===== config.mk =====
export PLATFORM = sky130hd
export DESIGN_NAME = gerador_vai_vem
export DESIGN_NICKNAME = d
export VERILOG_FILES = /design/src/rtl/gerador_vai_vem_pkg.sv /design/src/rtl/debounce_botao.sv /design/src/rtl/gerador_vai_vem.sv
export SDC_FILE = /design/constraint.sdc
export NUM_CORES = 1
export LEC_CHECK = 0
export BUFFER_PORTS_ARGS = -buffer_cell sky130_fd_sc_hd__buf_4
export CAP_MARGIN = 20
export CORE_ASPECT_RATIO = 0.8
export CORE_MARGIN = 1
export CORE_UTILIZATION = 35
export CTS_BUF_LIST = sky130_fd_sc_hd__clkbuf_2 sky130_fd_sc_hd__clkbuf_4 sky130_fd_sc_hd__clkbuf_8
export DETAILED_ROUTE_END_ITERATION = 8
export MAX_ROUTING_LAYER = met4
export PLACE_DENSITY_LB_ADDON = 0.05
export SLEW_MARGIN = 20
export SYNTH_ARGS = -nofsm -noshare
export SYNTH_HDL_FRONTEND = slang
export SYNTH_SLANG_ARGS = --single-unit
export TNS_END_PERCENT = 5

===== constraint.sdc =====
create_clock -name clock -period 1.5 [get_ports clock]
set_input_delay 0 -clock clock [delete_from_list [all_inputs] [get_ports clock]]
set_output_delay 0 -clock clock [all_outputs]
set_load 0.02 [all_outputs]

===== src/rtl/gerador_vai_vem_pkg.sv =====
// Shared FSM state encoding and width helper for the up/down pulse generator.
package gerador_vai_vem_pkg;

  typedef enum logic [1:0] {
    OCIOSO    = 2'd0,
    ESPERA    = 2'd1,
    REPETE    = 2'd2,
    BLOQUEADO = 2'd3
  } estado_t;

  // Smallest bit count able to hold 'valor' (at least 1).
  function automatic int unsigned largura(input int unsigned valor);
    int unsigned w;
    w = 1;
    while ((valor >> w) != 0) begin
      w++;
    end
    return w;
  endfunction

endpackage


===== src/rtl/debounce_botao.sv =====
// Two-flop synchroniser followed by a counting debouncer for one raw button.
module debounce_botao
  import gerador_vai_vem_pkg::*;
#(
  parameter int unsigned DEBOUNCE = 50000
) (
  input  logic clock,
  input  logic zera_s,
  input  logic entrada,
  output logic saida
);

  localparam int unsigned CW = largura(DEBOUNCE);

  logic [1:0]    sinc_q;
  logic          nivel_q, nivel_d;
  logic [CW-1:0] cont_q, cont_d;

  always_ff @(posedge clock) begin
    if (zera_s) begin
      sinc_q  <= 2'b00;
      nivel_q <= 1'b0;
      cont_q  <= '0;
    end else begin
      sinc_q  <= {sinc_q[0], entrada};
      nivel_q <= nivel_d;
      cont_q  <= cont_d;
    end
  end

  // Counter only runs while the synchronised input disagrees with the accepted level.
  always_comb begin
    nivel_d = nivel_q;
    cont_d  = '0;
    if (sinc_q[1] != nivel_q) begin
      if (cont_q == CW'(DEBOUNCE - 1)) begin
        nivel_d = sinc_q[1];
      end else begin
        cont_d = cont_q + CW'(1);
      end
    end
  end

  assign saida = nivel_q;

endmodule


===== src/rtl/gerador_vai_vem.sv =====
// Two-button up/down request generator; auto-repeat enabled by GERADOR_AUTO_REPEAT_EN.
module gerador_vai_vem
  import gerador_vai_vem_pkg::*;
#(
  parameter int unsigned DEBOUNCE      = 50000,
  parameter int unsigned REPEAT_DELAY  = 25000000,
  parameter int unsigned REPEAT_PERIOD = 5000000
) (
  input  logic       clock,
  input  logic       zera_s,
  input  logic       botao_vai,
  input  logic       botao_vem,
  output logic       vai,
  output logic       vem,
  output logic [1:0] db_estado
);

  if (DEBOUNCE < 1 || REPEAT_DELAY < 1 || REPEAT_PERIOD < 1) begin : g_param_invalido
    $error("gerador_vai_vem: DEBOUNCE, REPEAT_DELAY and REPEAT_PERIOD must be >= 1");
  end

  logic nivel_vai, nivel_vem;

  debounce_botao #(
    .DEBOUNCE(DEBOUNCE)
  ) u_deb_vai (
    .clock  (clock),
    .zera_s (zera_s),
    .entrada(botao_vai),
    .saida  (nivel_vai)
  );

  debounce_botao #(
    .DEBOUNCE(DEBOUNCE)
  ) u_deb_vem (
    .clock  (clock),
    .zera_s (zera_s),
    .entrada(botao_vem),
    .saida  (nivel_vem)
  );

  estado_t estado_q, estado_d;
  logic    vai_q, vai_d;
  logic    vem_q, vem_d;
  logic    ativo_q, ativo_d;  // 1: vai owns the hold, 0: vem
  logic    pressionado, outro;

`ifdef GERADOR_AUTO_REPEAT_EN
  localparam int unsigned TMAX = (REPEAT_DELAY > REPEAT_PERIOD) ? REPEAT_DELAY : REPEAT_PERIOD;
  localparam int unsigned TW   = largura(TMAX);

  logic [TW-1:0] timer_q, timer_d;
`endif

  always_ff @(posedge clock) begin
    if (zera_s) begin
      estado_q <= OCIOSO;
      vai_q    <= 1'b0;
      vem_q    <= 1'b0;
      ativo_q  <= 1'b0;
`ifdef GERADOR_AUTO_REPEAT_EN
      timer_q  <= '0;
`endif
    end else begin
      estado_q <= estado_d;
      vai_q    <= vai_d;
      vem_q    <= vem_d;
      ativo_q  <= ativo_d;
`ifdef GERADOR_AUTO_REPEAT_EN
      timer_q  <= timer_d;
`endif
    end
  end

  assign pressionado = ativo_q ? nivel_vai : nivel_vem;
  assign outro       = ativo_q ? nivel_vem : nivel_vai;

  always_comb begin
    estado_d = estado_q;
    vai_d    = 1'b0;
    vem_d    = 1'b0;
    ativo_d  = ativo_q;
`ifdef GERADOR_AUTO_REPEAT_EN
    timer_d  = timer_q;
`endif
    unique case (estado_q)
      OCIOSO: begin
        if (nivel_vai && nivel_vem) begin
          estado_d = BLOQUEADO;
        end else if (nivel_vai || nivel_vem) begin
          vai_d    = nivel_vai;
          vem_d    = nivel_vem;
          ativo_d  = nivel_vai;
          estado_d = ESPERA;
`ifdef GERADOR_AUTO_REPEAT_EN
          timer_d  = TW'(REPEAT_DELAY - 1);
`endif
        end
      end
`ifdef GERADOR_AUTO_REPEAT_EN
      ESPERA, REPETE: begin
        if (outro) begin
          estado_d = BLOQUEADO;
        end else if (!pressionado) begin
          estado_d = OCIOSO;
        end else if (timer_q == '0) begin
          vai_d    = ativo_q;
          vem_d    = !ativo_q;
          timer_d  = TW'(REPEAT_PERIOD - 1);
          estado_d = REPETE;
        end else begin
          timer_d = timer_q - TW'(1);
        end
      end
`else
      ESPERA: begin
        if (outro) begin
          estado_d = BLOQUEADO;
        end else if (!pressionado) begin
          estado_d = OCIOSO;
        end
      end
`endif
      BLOQUEADO: begin
        if (!nivel_vai && !nivel_vem) begin
          estado_d = OCIOSO;
        end
      end
      default: begin
        estado_d = OCIOSO;
      end
    endcase
  end

  assign vai       = vai_q;
  assign vem       = vem_q;
  assign db_estado = estado_q;

endmodule


==> results of run 1 <==
==> through the flow <==
step                power [mW]  hold slack, ps
floorplan                 1.19            71.6
global placement          1.21             215
detailed placement        1.21             222
CTS                       1.95             456
global route              2.02             458
finish                    1.93             455
==> layer usage <==
layer / up-vias / global-route usage, %
li1: 757 / -
met1: 665 / 19.8
met2: 25 / 22.3
met3: 7 / 3.93
met4: 0 / 7.20
met5: - / -
==> cell usage after synthesis (all sizes together) <==
cell type	n	area share, %
a21boi	1	0.39
a21oi	3	0.78
a311oi	1	0.45
and2	2	0.65
and3	4	1.3
and4b	1	0.52
buf	2	0.97
clkbuf	1	0.19
dfxtp	43	44
ha	5	3.2
inv	6	1.2
mux2i	2	1.0
nand2	12	2.5
nand3	9	2.8
nand3b	1	0.39
nand4	9	4.5
nor2	42	8.7
nor2b	4	1.3
nor3	9	2.3
nor4	10	5.8
nor4b	2	1.2
nor4bb	3	1.6
o21ai	1	0.26
xnor2	26	12
xor2	4	1.8
==> final timing paths <==
check | slack, ps | from | endpoint
worst max-delay path | 30 | u_deb_vem.cont_q[0]$_SDFF_PP0_ | u_deb_vem.saida$_SDFFE_PP0P_
worst min-delay path | 450 | u_deb_vai.sinc_q[0]$_SDFF_PP0_ | u_deb_vai.sinc_q[1]$_SDFF_PP0_
worst max register to register | 30 | u_deb_vem.cont_q[0]$_SDFF_PP0_ | u_deb_vem.saida$_SDFFE_PP0P_
worst min register to register | 450 | u_deb_vai.sinc_q[0]$_SDFF_PP0_ | u_deb_vai.sinc_q[1]$_SDFF_PP0_
==> state kept, by name (all words and copies together) (netlist names), 2 cells and up <==
| signal | count |
|---|---|
| db_estado | 2 |
| u_deb_vai.cont_q | 16 |
| u_deb_vai.sinc_q | 2 |
| u_deb_vem.cont_q | 16 |
| u_deb_vem.sinc_q | 2 |
==> layout make-up <==
type                            instances  area (sq um)
Fill cell                             495          2800
Sequential cell                        43           861
Timing Repair Buffer                   29           243
Multi-Input combinational cell        151          1060
Tap cell                               62          77.6
Inverter                                6          22.5
Clock buffer                            7          83.8
Clock inverter                          1          5.00
==> cell families after synthesis <==
logic type | Yosys count | share of synthesized area (%)
flip-flops | 43 | 44.5
buffers and inverters | 9 | 2.33
AND/OR/NAND/NOR | 108 | 33.5
multiplexers | 2 | 1.03
XOR/XNOR | 30 | 13.6
AO/OA/AOI/OAI | 6 | 1.87
adder cells (fa/ha/maj) | 5 | 3.23
==> power by group through the flow <==
| stage | clock network (mW) | registers [mW] | logic [mW] |
|---|---|---|---|
| after floorplan | 0 | 1.18 | 0.0180 |
| after global placement | 0 | 1.18 | 0.0321 |
| after detailed placement | 0 | 1.18 | 0.0331 |
| after CTS | 0.761 | 1.15 | 0.0433 |
| after global routing | 0.817 | 1.15 | 0.0490 |
| final | 0.732 | 1.15 | 0.0436 |
==> what timing repair did <==
| item | 4_1_cts | 5_1_grt |
|---|---|---|
| setup endpoints to repair | 0 | 32 |
| endpoints found under the hold margin | 11 | 0 |
| resized for setup | 0 | 5 |
| hold buffers | 5 | 0 |
==> results.yml, run 1 <==
status:
  status: "complete, no violations"
logic_synthesis:
  yosysWarnings: 0
  ys_seq_area_share_pct: 44.5
  syn-instance-count: 203
  ys_ff_latch: 43
  ys_types: 32
  syn_area_per_cell_sq_um: 9.54
  synth_nets: 212
  syn_area_sq_mm: 0.00194
clock_network:
  clk_pin_slew_ps: 80
  post-cts-setup-buffers: 0
  clock_sinks: 43
  cts.htree.levels: 2
  cts_buffers: 5
  cts.path.max_buffers: 2
  cts_root_buffer: "clkbuf_8"
  insertion_delay_ps: 290
  tritoncts: "yes"
finish:
  drive_gt1_share_pct: 22.8
  final_common_cell: "dfxtp_1"
  fin_util_pct: 45.6
  design_area_sq_mm: 0.00235
  antenna_cells: 0
  fin_nets: 245
  mostFrequentLayoutCells: "43 x dfxtp_1, 38 x nor2_1, 26 x xnor2_1"
  syn_to_final_growth_pct: 21.3
  layout.cells.non_filler: 299
place:
  dpl_cell_area_sq_mm: 0.00218
  portBuffers: 7
  place_congestion: 0.775
  dp_hpwl_mm: 2.61
  placed_cells: 286
  pre_cts_slack_ps: 65.2
setup_path:
  crit_arrival_ps: 1650
  cp_num_cells: 6
  crit_family: "simple AND/OR/NAND/NOR gates"
  worst_path_max_delay_cell: "dfxtp_1"
  cp_max_fo: 4
  required_ps: 1680
  cpPeakStageDelay_ps: 350
  worstSetupPathType: "reg2reg"
  critical_path_buf_inv_count: 1
  path_cells: "ha_1, and3_1, nand4_1, buf_4, mux2i_1, nor2_1"
  setup.worst_path.start_class: "flop"
  cp-end-kind: "flop"
  reg2reg_depth: 6
floorplanning:
  die_h_microns: 68.5
  dieArea_sq_mm: 0.00583
  die_w_microns: 85.1
  initial_core_util_pct: 37.6
  ios: 8
  placementRows: 23
  design.core.area_sq_mm: 0.00515
routing:
  routed.top_layer: "met4"
  vias: 1454
  wire_per_inst_microns: 12.3
  vias_per_cell: 4.86
  dr_wl_met2_mm: 1.55
  route.met3.wl_microns: 101
  drt_wl_total_mm: 3.69
  met1_length_mm: 1.97
  firstDrtPassIters: 4
  first_iter_violations: 31
  antenna_left: 0
  remaining_drc_errors: 0
grt:
  grt_overflow: 0
  antenna_found_initial: 0
  first_global_vias: 1446
  track_usage_pct: 15.2
  grt_pass1_wl_mm: 6.54
  grt_max_degree: 15
pwr:
  seq_power_share_pct: 59.7
  peakVddDrop_uv: 544
  p_clk_share_pct: 38.0
  intPower_mw: 1.53
  p_sw_share_pct: 20.3
  p_switching_uw: 392
  p_comb_share_pct: 2.3
  p_leak_nw: 0.785
  p_per_area_mw_per_mm2: 820
timing:
  period_needed_ps: 1470
  worstMarginPinSlew_ps: 304
  drv_slew: 0
  post-route-period-util_pct: 97.7
  rsz0062_at_grt: "true"
  setup_tns_ps: 0
  fin_skew_ps: 6.40
  fin_ws_ps: 34.3
  max_freq_ghz: 0.682
  hold_viol: 0
  max_slew_margin_pct: 79.7
  setup_violations: 0
hold_path:
  min_path_cells: 1
  holdCritPathClass: "reg2reg"
flow_run:
  drv_cap: 0
Note: power is estimated with default switching activity, not from simulation.
==> run 2: changes to the inputs <==
--- a/config.mk
+++ b/config.mk
@@ -5,6 +5,7 @@
 export SDC_FILE = /design/constraint.sdc
 export NUM_CORES = 1
 export LEC_CHECK = 0
+export ABC_AREA = 1
 export BUFFER_PORTS_ARGS = -buffer_cell sky130_fd_sc_hd__buf_4
 export CAP_MARGIN = 20
 export CORE_ASPECT_RATIO = 0.8
@@ -12,6 +13,7 @@
 export CORE_UTILIZATION = 35
 export CTS_BUF_LIST = sky130_fd_sc_hd__clkbuf_2 sky130_fd_sc_hd__clkbuf_4 sky130_fd_sc_hd__clkbuf_8
 export DETAILED_ROUTE_END_ITERATION = 8
+export GPL_TIMING_DRIVEN = 0
 export MAX_ROUTING_LAYER = met4
 export PLACE_DENSITY_LB_ADDON = 0.05
 export SLEW_MARGIN = 20
==> results.yml, run 2 <==
routing:
  vias_per_cell: 4.43
  wire_per_inst_microns: 10.3
  vias: 1757
  remaining_drc_errors: 0
  first_iter_violations: 68
  drt_wl_total_mm: 4.11
  antenna_left: 0
  firstDrtPassIters: 4
timing:
  period_needed_ps: 1390
  max_freq_ghz: 0.718
  hold_ws_ps: 413
  fin_skew_ps: 10.8
  drv_slew: 0
  max_slew_margin_pct: 75.8
  worstMarginPinSlew_ps: 362
  hold_viol: 0
  post-route-period-util_pct: 92.8
  setup_tns_ps: 0
  setup_violations: 0
finish:
  mostFrequentLayoutCells: "69 x nand2_1, 60 x nor2_1, 39 x dfxtp_1"
  syn_to_final_growth_pct: 16.9
  drive_gt1_share_pct: 13.5
  largestRegisters: "u_deb_vai.cont_q: 16 flops, u_deb_vem.cont_q: 16 flops"
  design_area_sq_mm: 0.00246
  antenna_cells: 0
  layout.cells.non_filler: 397
  fin_nets: 327
  final_common_cell: "nand2_1"
logic_synthesis:
  syn-instance-count: 299
  ys_seq_area_share_pct: 41.0
  synth_top_area_cell: "dfxtp_1"
  ys_types: 26
  muxShareOfSynthArea_pct: 0
  synth_compound_area_share_pct: 8.16
  yosysWarnings: 0
  syn_area_sq_mm: 0.00210
  ys_ff_latch: 43
  yosysMostFrequentCell: "nand2_1"
  synthAdderAreaFrac_pct: 2.98
  synth_xor_area_share_pct: 4.17
  syn_area_per_cell_sq_um: 7.03
  synthSimpleGateAreaFrac_pct: 36.6
  synthFlopType: "dfxtp_1"
  netlist.area_leader.share_pct: 41.0
  synth_top_family_by_area: "simple AND/OR/NAND/NOR gates"
  ys_top_cells_by_area: "dfxtp_1 41%, nand2_1 12%, nor2_1 11%, inv_1 5.9%, nand3_1 5.7%"
  synth_nets: 308
  synthTopCellsByCount: "69 x nand2_1, 61 x nor2_1, 43 x dfxtp_1"
  synth_edf_count: 0
  async_reset_ff_share_pct: 0
floorplanning:
  die_h_microns: 71.3
  placementRows: 24
  die_w_microns: 88.6
  ios: 8
  initial_core_util_pct: 37.4
  dieArea_sq_mm: 0.00632
  design.core.area_sq_mm: 0.00562
clock_network:
  clock_sinks: 43
  cts_buffers: 5
  cts.path.max_buffers: 2
  tritoncts: "yes"
  insertion_delay_ps: 290
  cts.htree.levels: 2
  clk_pin_slew_ps: 80
  post-cts-setup-buffers: 0
  cts_root_buffer: "clkbuf_8"
pwr:
  peakVddDrop_uv: 532
  p_per_area_mw_per_mm2: 882
  p_leak_nw: 0.759
grt:
  first_global_vias: 1570
  grt_overflow: 0
  track_usage_pct: 14.8
  grt_pass1_wl_mm: 7.09
  antenna_found_initial: 0
  grt_max_degree: 14
place:
  dp_hpwl_mm: 3.02
  placed_cells: 384
  place_congestion: 0.758
  portBuffers: 7
  dpl_cell_area_sq_mm: 0.00225
setup_path:
  setup.worst_path.start_class: "flop"
  worst_path_max_delay_cell: "dfxtp_1"
  r2r-end: "u_deb_vai.cont_q[10]$_SDFF_PP0_"
  reg2reg_slack_ps: 110
  cp-end-kind: "flop"
  cpPeakStageDelay_ps: 360
  path_cells: "ha_2, nand3_4, nor2_4, nand2_1, nand2_4, buf_6, nor2_1"
  reg2reg_from: "u_deb_vai.cont_q[1]$_SDFF_PP0_"
  crit_arrival_ps: 1570
  reg2reg_depth: 7
  cp_max_fo: 10
  required_ps: 1680
  worstSetupPathType: "reg2reg"
hold_path:
  hold_end: "u_deb_vem.sinc_q[1]$_SDFF_PP0_"
  min_from: "u_deb_vem.sinc_q[0]$_SDFF_PP0_"
  holdCritPathClass: "reg2reg"
  min_path_cells: 2
status:
  status: "complete, no violations"
flow_run:
  drv_cap: 0
[run 2: cell count changes after synthesis, sizes merged, moves of 4 or more]
| cell | before | now |
|---|---|---|
| nor3 | 9 | 2 |
| nor4 | 10 | 0 |
| inv | 6 | 34 |
| xnor2 | 26 | 8 |
| nand4 | 9 | 5 |
| o21ai | 1 | 7 |
| a21oi | 3 | 22 |
| nand3 | 9 | 26 |
| or2 | 0 | 4 |
| nor2 | 42 | 65 |
| nor2b | 4 | 0 |
| nand2 | 12 | 72 |
| and3 | 4 | 0 |
[run 2: logic make-up after synthesis]
logic type | after synthesis
compound gates | 30
xor+xnor | 10
fa+ha+maj | 5
buf+inv | 36
flops | 43
simple gates | 175
[run 2: how the worst max path moves through the flow]
| stage | startpoint | endpoint | slack [ps] | cells past startpoint |
|---|---|---|---|---|
| after floorplan | u_deb_vai.cont_q[0]$_SDFF_PP0_ | u_deb_vai.cont_q[8]$_SDFF_PP0_ | 210 | 7 |
| after global placement | u_deb_vem.cont_q[0]$_SDFF_PP0_ | u_deb_vem.cont_q[8]$_SDFF_PP0_ | -50 | 7 |
| after detailed placement | u_deb_vem.cont_q[0]$_SDFF_PP0_ | u_deb_vem.cont_q[8]$_SDFF_PP0_ | -70 | 7 |
| after CTS | u_deb_vem.cont_q[0]$_SDFF_PP0_ | u_deb_vem.cont_q[8]$_SDFF_PP0_ | 6 | 7 |
| after global routing | u_deb_vai.cont_q[1]$_SDFF_PP0_ | u_deb_vai.cont_q[10]$_SDFF_PP0_ | -0.07 | 7 |
| final | u_deb_vai.cont_q[1]$_SDFF_PP0_ | u_deb_vai.cont_q[10]$_SDFF_PP0_ | 110 | 7 |
[run 2: layout make-up]
| cell class | instances | area [sq um] |
|---|---|---|
| multi-input cells | 220 | 1120 |
| clock inverters | 2 | 35.0 |
| flip-flops and latches | 43 | 866 |
| repair buffers | 12 | 103 |
| fillers | 597 | 3160 |
| inverters | 34 | 128 |
| well taps | 78 | 97.6 |
| plain buffers | 2 | 22.5 |
| clock buffers | 6 | 82.6 |
[run 2: routing by layer]
layer,vias to the layer above,wire length [microns],track usage [%]
met2,17,1540,20.2
met4,0,42,4.84
li1,979,-,-
met1,756,2410,21.5
met3,5,112,3.46
met5,-,0,-
[run 2: timing repair]
action / CTS / global route
hold buffers: 5 / 0
gates resized for setup: 3 / 8
setup endpoints to repair: 10 / 21
endpoints found under the hold margin: 6 / 0
[run 2: critical path, delay by kind of cell (launching register included)]
| family | cells | cell delay (ps) |
|---|---|---|
| AND/OR/NAND/NOR | 5 | 550 |
| flip-flops | 1 | 360 |
| adder cells (fa/ha/maj) | 1 | 220 |
| buffers and inverters | 1 | 150 |
[run 2: per-stage QoR]
step / util (%) / worst slack, ps / power, mW
after floorplan: - / 208 / 1.22
after global placement: 40.1 / -50.8 / 1.24
after detailed placement: 40.1 / -70.4 / 1.24
after CTS: 43.3 / 6.23 / 2.22
after global routing: 43.7 / -0.0708 / 2.26
final: 43.7 / 108 / 2.17
[run 2: where the power goes]
part / switching (mW) / total, mW / internal (mW)
clock network: 0.402 / 0.941 / 0.539
logic: 0.0371 / 0.0689 / 0.0318
registers: 0.00659 / 1.16 / 1.15
==> run 3: changes to the inputs <==
--- a/config.mk
+++ b/config.mk
@@ -10,12 +10,13 @@
 export CAP_MARGIN = 20
 export CORE_ASPECT_RATIO = 0.8
 export CORE_MARGIN = 1
-export CORE_UTILIZATION = 35
+export CORE_UTILIZATION = 40
 export CTS_BUF_LIST = sky130_fd_sc_hd__clkbuf_2 sky130_fd_sc_hd__clkbuf_4 sky130_fd_sc_hd__clkbuf_8
 export DETAILED_ROUTE_END_ITERATION = 8
 export GPL_TIMING_DRIVEN = 0
 export MAX_ROUTING_LAYER = met4
 export PLACE_DENSITY_LB_ADDON = 0.05
+export REMOVE_ABC_BUFFERS = 1
 export SLEW_MARGIN = 20
 export SYNTH_ARGS = -nofsm -noshare
 export SYNTH_HDL_FRONTEND = slang
==> results.yml, run 3 (same netlist as run 2, synthesis figures left out) <==
status:
  status: "complete, no violations"
setup_path:
  reg2reg_from: "u_deb_vai.cont_q[0]$_SDFF_PP0_"
  worstSetupPathType: "reg2reg"
  setup.worst_path.start_class: "flop"
  r2r-end: "u_deb_vai.cont_q[10]$_SDFF_PP0_"
  reg2reg_slack_ps: 140
  cp-end-kind: "flop"
  crit_arrival_ps: 1540
  cp-endpoint: "u_deb_vai.cont_q[10]$_SDFF_PP0_"
  required_ps: 1690
  cp_max_fo: 16
  startpoint: "u_deb_vai.cont_q[0]$_SDFF_PP0_"
  reg2reg_depth: 6
finish:
  mostFrequentLayoutCells: "68 x nand2_1, 61 x nor2_1, 42 x dfxtp_1"
  fin_nets: 326
  fillers: 528
  design_area_sq_mm: 0.00240
  antenna_cells: 0
  largestRegisters: "u_deb_vai.cont_q: 16 flops, u_deb_vem.cont_q: 16 flops"
  layout.cells.non_filler: 379
  drive_gt1_share_pct: 12.0
  syn_to_final_growth_pct: 14.2
  final_common_cell: "nand2_1"
  fin_util_pct: 47.7
floorplanning:
  design.core.area_sq_mm: 0.00504
  ios: 8
  dieArea_sq_mm: 0.00555
  die_w_microns: 83.0
  placementRows: 23
  initial_core_util_pct: 41.7
  die_h_microns: 66.8
timing:
  drv_slew: 0
  period_needed_ps: 1360
  max_freq_ghz: 0.736
  rsz0062_at_grt: "false"
  max_slew_margin_pct: 75.4
  worstMarginPinSlew_ps: 367
  setup_violations: 0
  fin_skew_ps: 5.56
  hold_viol: 0
  post-route-period-util_pct: 90.6
pwr:
  peakVddDrop_uv: 420
  finalPower_mw: 2.12
  p_per_area_mw_per_mm2: 883
  p_leak_nw: 0.742
grt:
  grt_pass1_wl_mm: 6.51
  antenna_found_initial: 0
  first_global_vias: 1473
  grt_overflow: 0
  grt_max_degree: 17
  track_usage_pct: 15.5
place:
  placed_cells: 366
  dp_hpwl_mm: 2.76
  portBuffers: 7
  dpl_cell_area_sq_mm: 0.00221
  place_congestion: 0.786
clock_network:
  cts_root_buffer: "clkbuf_8"
  cts.htree.levels: 2
  post-cts-setup-buffers: 0
  clk_pin_slew_ps: 80
  cts_buffers: 5
  tritoncts: "yes"
  cts.path.max_buffers: 2
  clock_sinks: 43
  insertion_delay_ps: 300
routing:
  first_iter_violations: 47
  remaining_drc_errors: 0
  vias_per_cell: 4.63
  wire_per_inst_microns: 10.3
  antenna_left: 0
  vias: 1755
  firstDrtPassIters: 4
  drt_wl_total_mm: 3.91
flow_run:
  drv_cap: 0
hold_path:
  holdCritPathClass: "reg2reg"
## run 3: cell types whose count changed in the layout (fill, tap and decap cells not counted)
cell      before  now
ha_2           1    2
dfxtp_2        4    1
dfxtp_1       39   42
clkinv_2       1    0
nand2_2        1    2
nand2_1       69   68
buf_6          2    0
clkbuf_8       6    5
clkbuf_4       0    1
ha_4           1    0
nand2_4        2    3
nor2_1        60   61
nor2_2         2    1
## run 3: per-stage QoR
stage                     TNS, ps  setup slack (ps)  hold WS, ps
after floorplan                 0               230         69.1
after global placement      -34.2             -12.6          201
after detailed placement    -3.18             -3.18          205
after CTS                       0              69.7          409
after global routing            0              5.37          431
final                           0               141          407
## run 3: critical path, stage by stage, from the launching register on
cell and delay [ps]:
dfxtp_1 380, ha_2 230, nand3_4 120, nor2_4 150, nand2_1 90, nand2_4 190, nor2_1 70
## run 3: worst min-delay path by stage
stage,end,slack (ps),start,depth (start not counted)
2_1_floorplan,db_estado[0]$_SDFFE_PP0P_,70,zera_s,1
5_1_grt,u_deb_vem.sinc_q[1]$_SDFF_PP0_,430,u_deb_vem.sinc_q[0]$_SDFF_PP0_,2
3_3_place_gp,u_deb_vem.sinc_q[0]$_SDFF_PP0_,200,botao_vem,3
3_5_place_dp,u_deb_vai.sinc_q[0]$_SDFF_PP0_,210,botao_vai,3
6_report,u_deb_vai.sinc_q[1]$_SDFF_PP0_,410,u_deb_vai.sinc_q[0]$_SDFF_PP0_,2
4_1_cts,u_deb_vai.sinc_q[1]$_SDFF_PP0_,410,u_deb_vai.sinc_q[0]$_SDFF_PP0_,2
## run 3: layout make-up
class,count,area [sq um],area share [%]
multi-input combinational,221,1120,46.8
sequential,43,862,35.9
inverter,34,128,5.32
timing repair buffer,12,103,4.28
tap,62,77.6,3.23
clock buffer,6,76.3,3.18
clock inverter,1,30.0,1.25
## run 3: what timing repair did
action | 4_1_cts | 5_1_grt
endpoints found under the setup margin | 15 | 19
resized for setup | 2 | 6
hold buffers | 5 | 0
pin swaps | 0 | 2
cloned | 0 | 1
hold endpoints to repair | 6 | 0
## run 3: power breakdown
group | switching, mW | total, mW | internal, mW | leakage, nW
sequential | 0.00598 | 1.15 | 1.15 | 0.348
combinational | 0.0367 | 0.0661 | 0.0293 | 0.340
clock | 0.393 | 0.899 | 0.506 | 0.0547
total | 0.435 | 2.12 | 1.68 | 0.742
## run 3: metal layers
layer	global-route usage, %	up-vias	part of all wire (%)
met5	-	-	0
met4	7.76	0	1.4
met3	3.72	5	2.7
met2	21.3	19	38
met1	21.1	751	58
li1	-	980	-
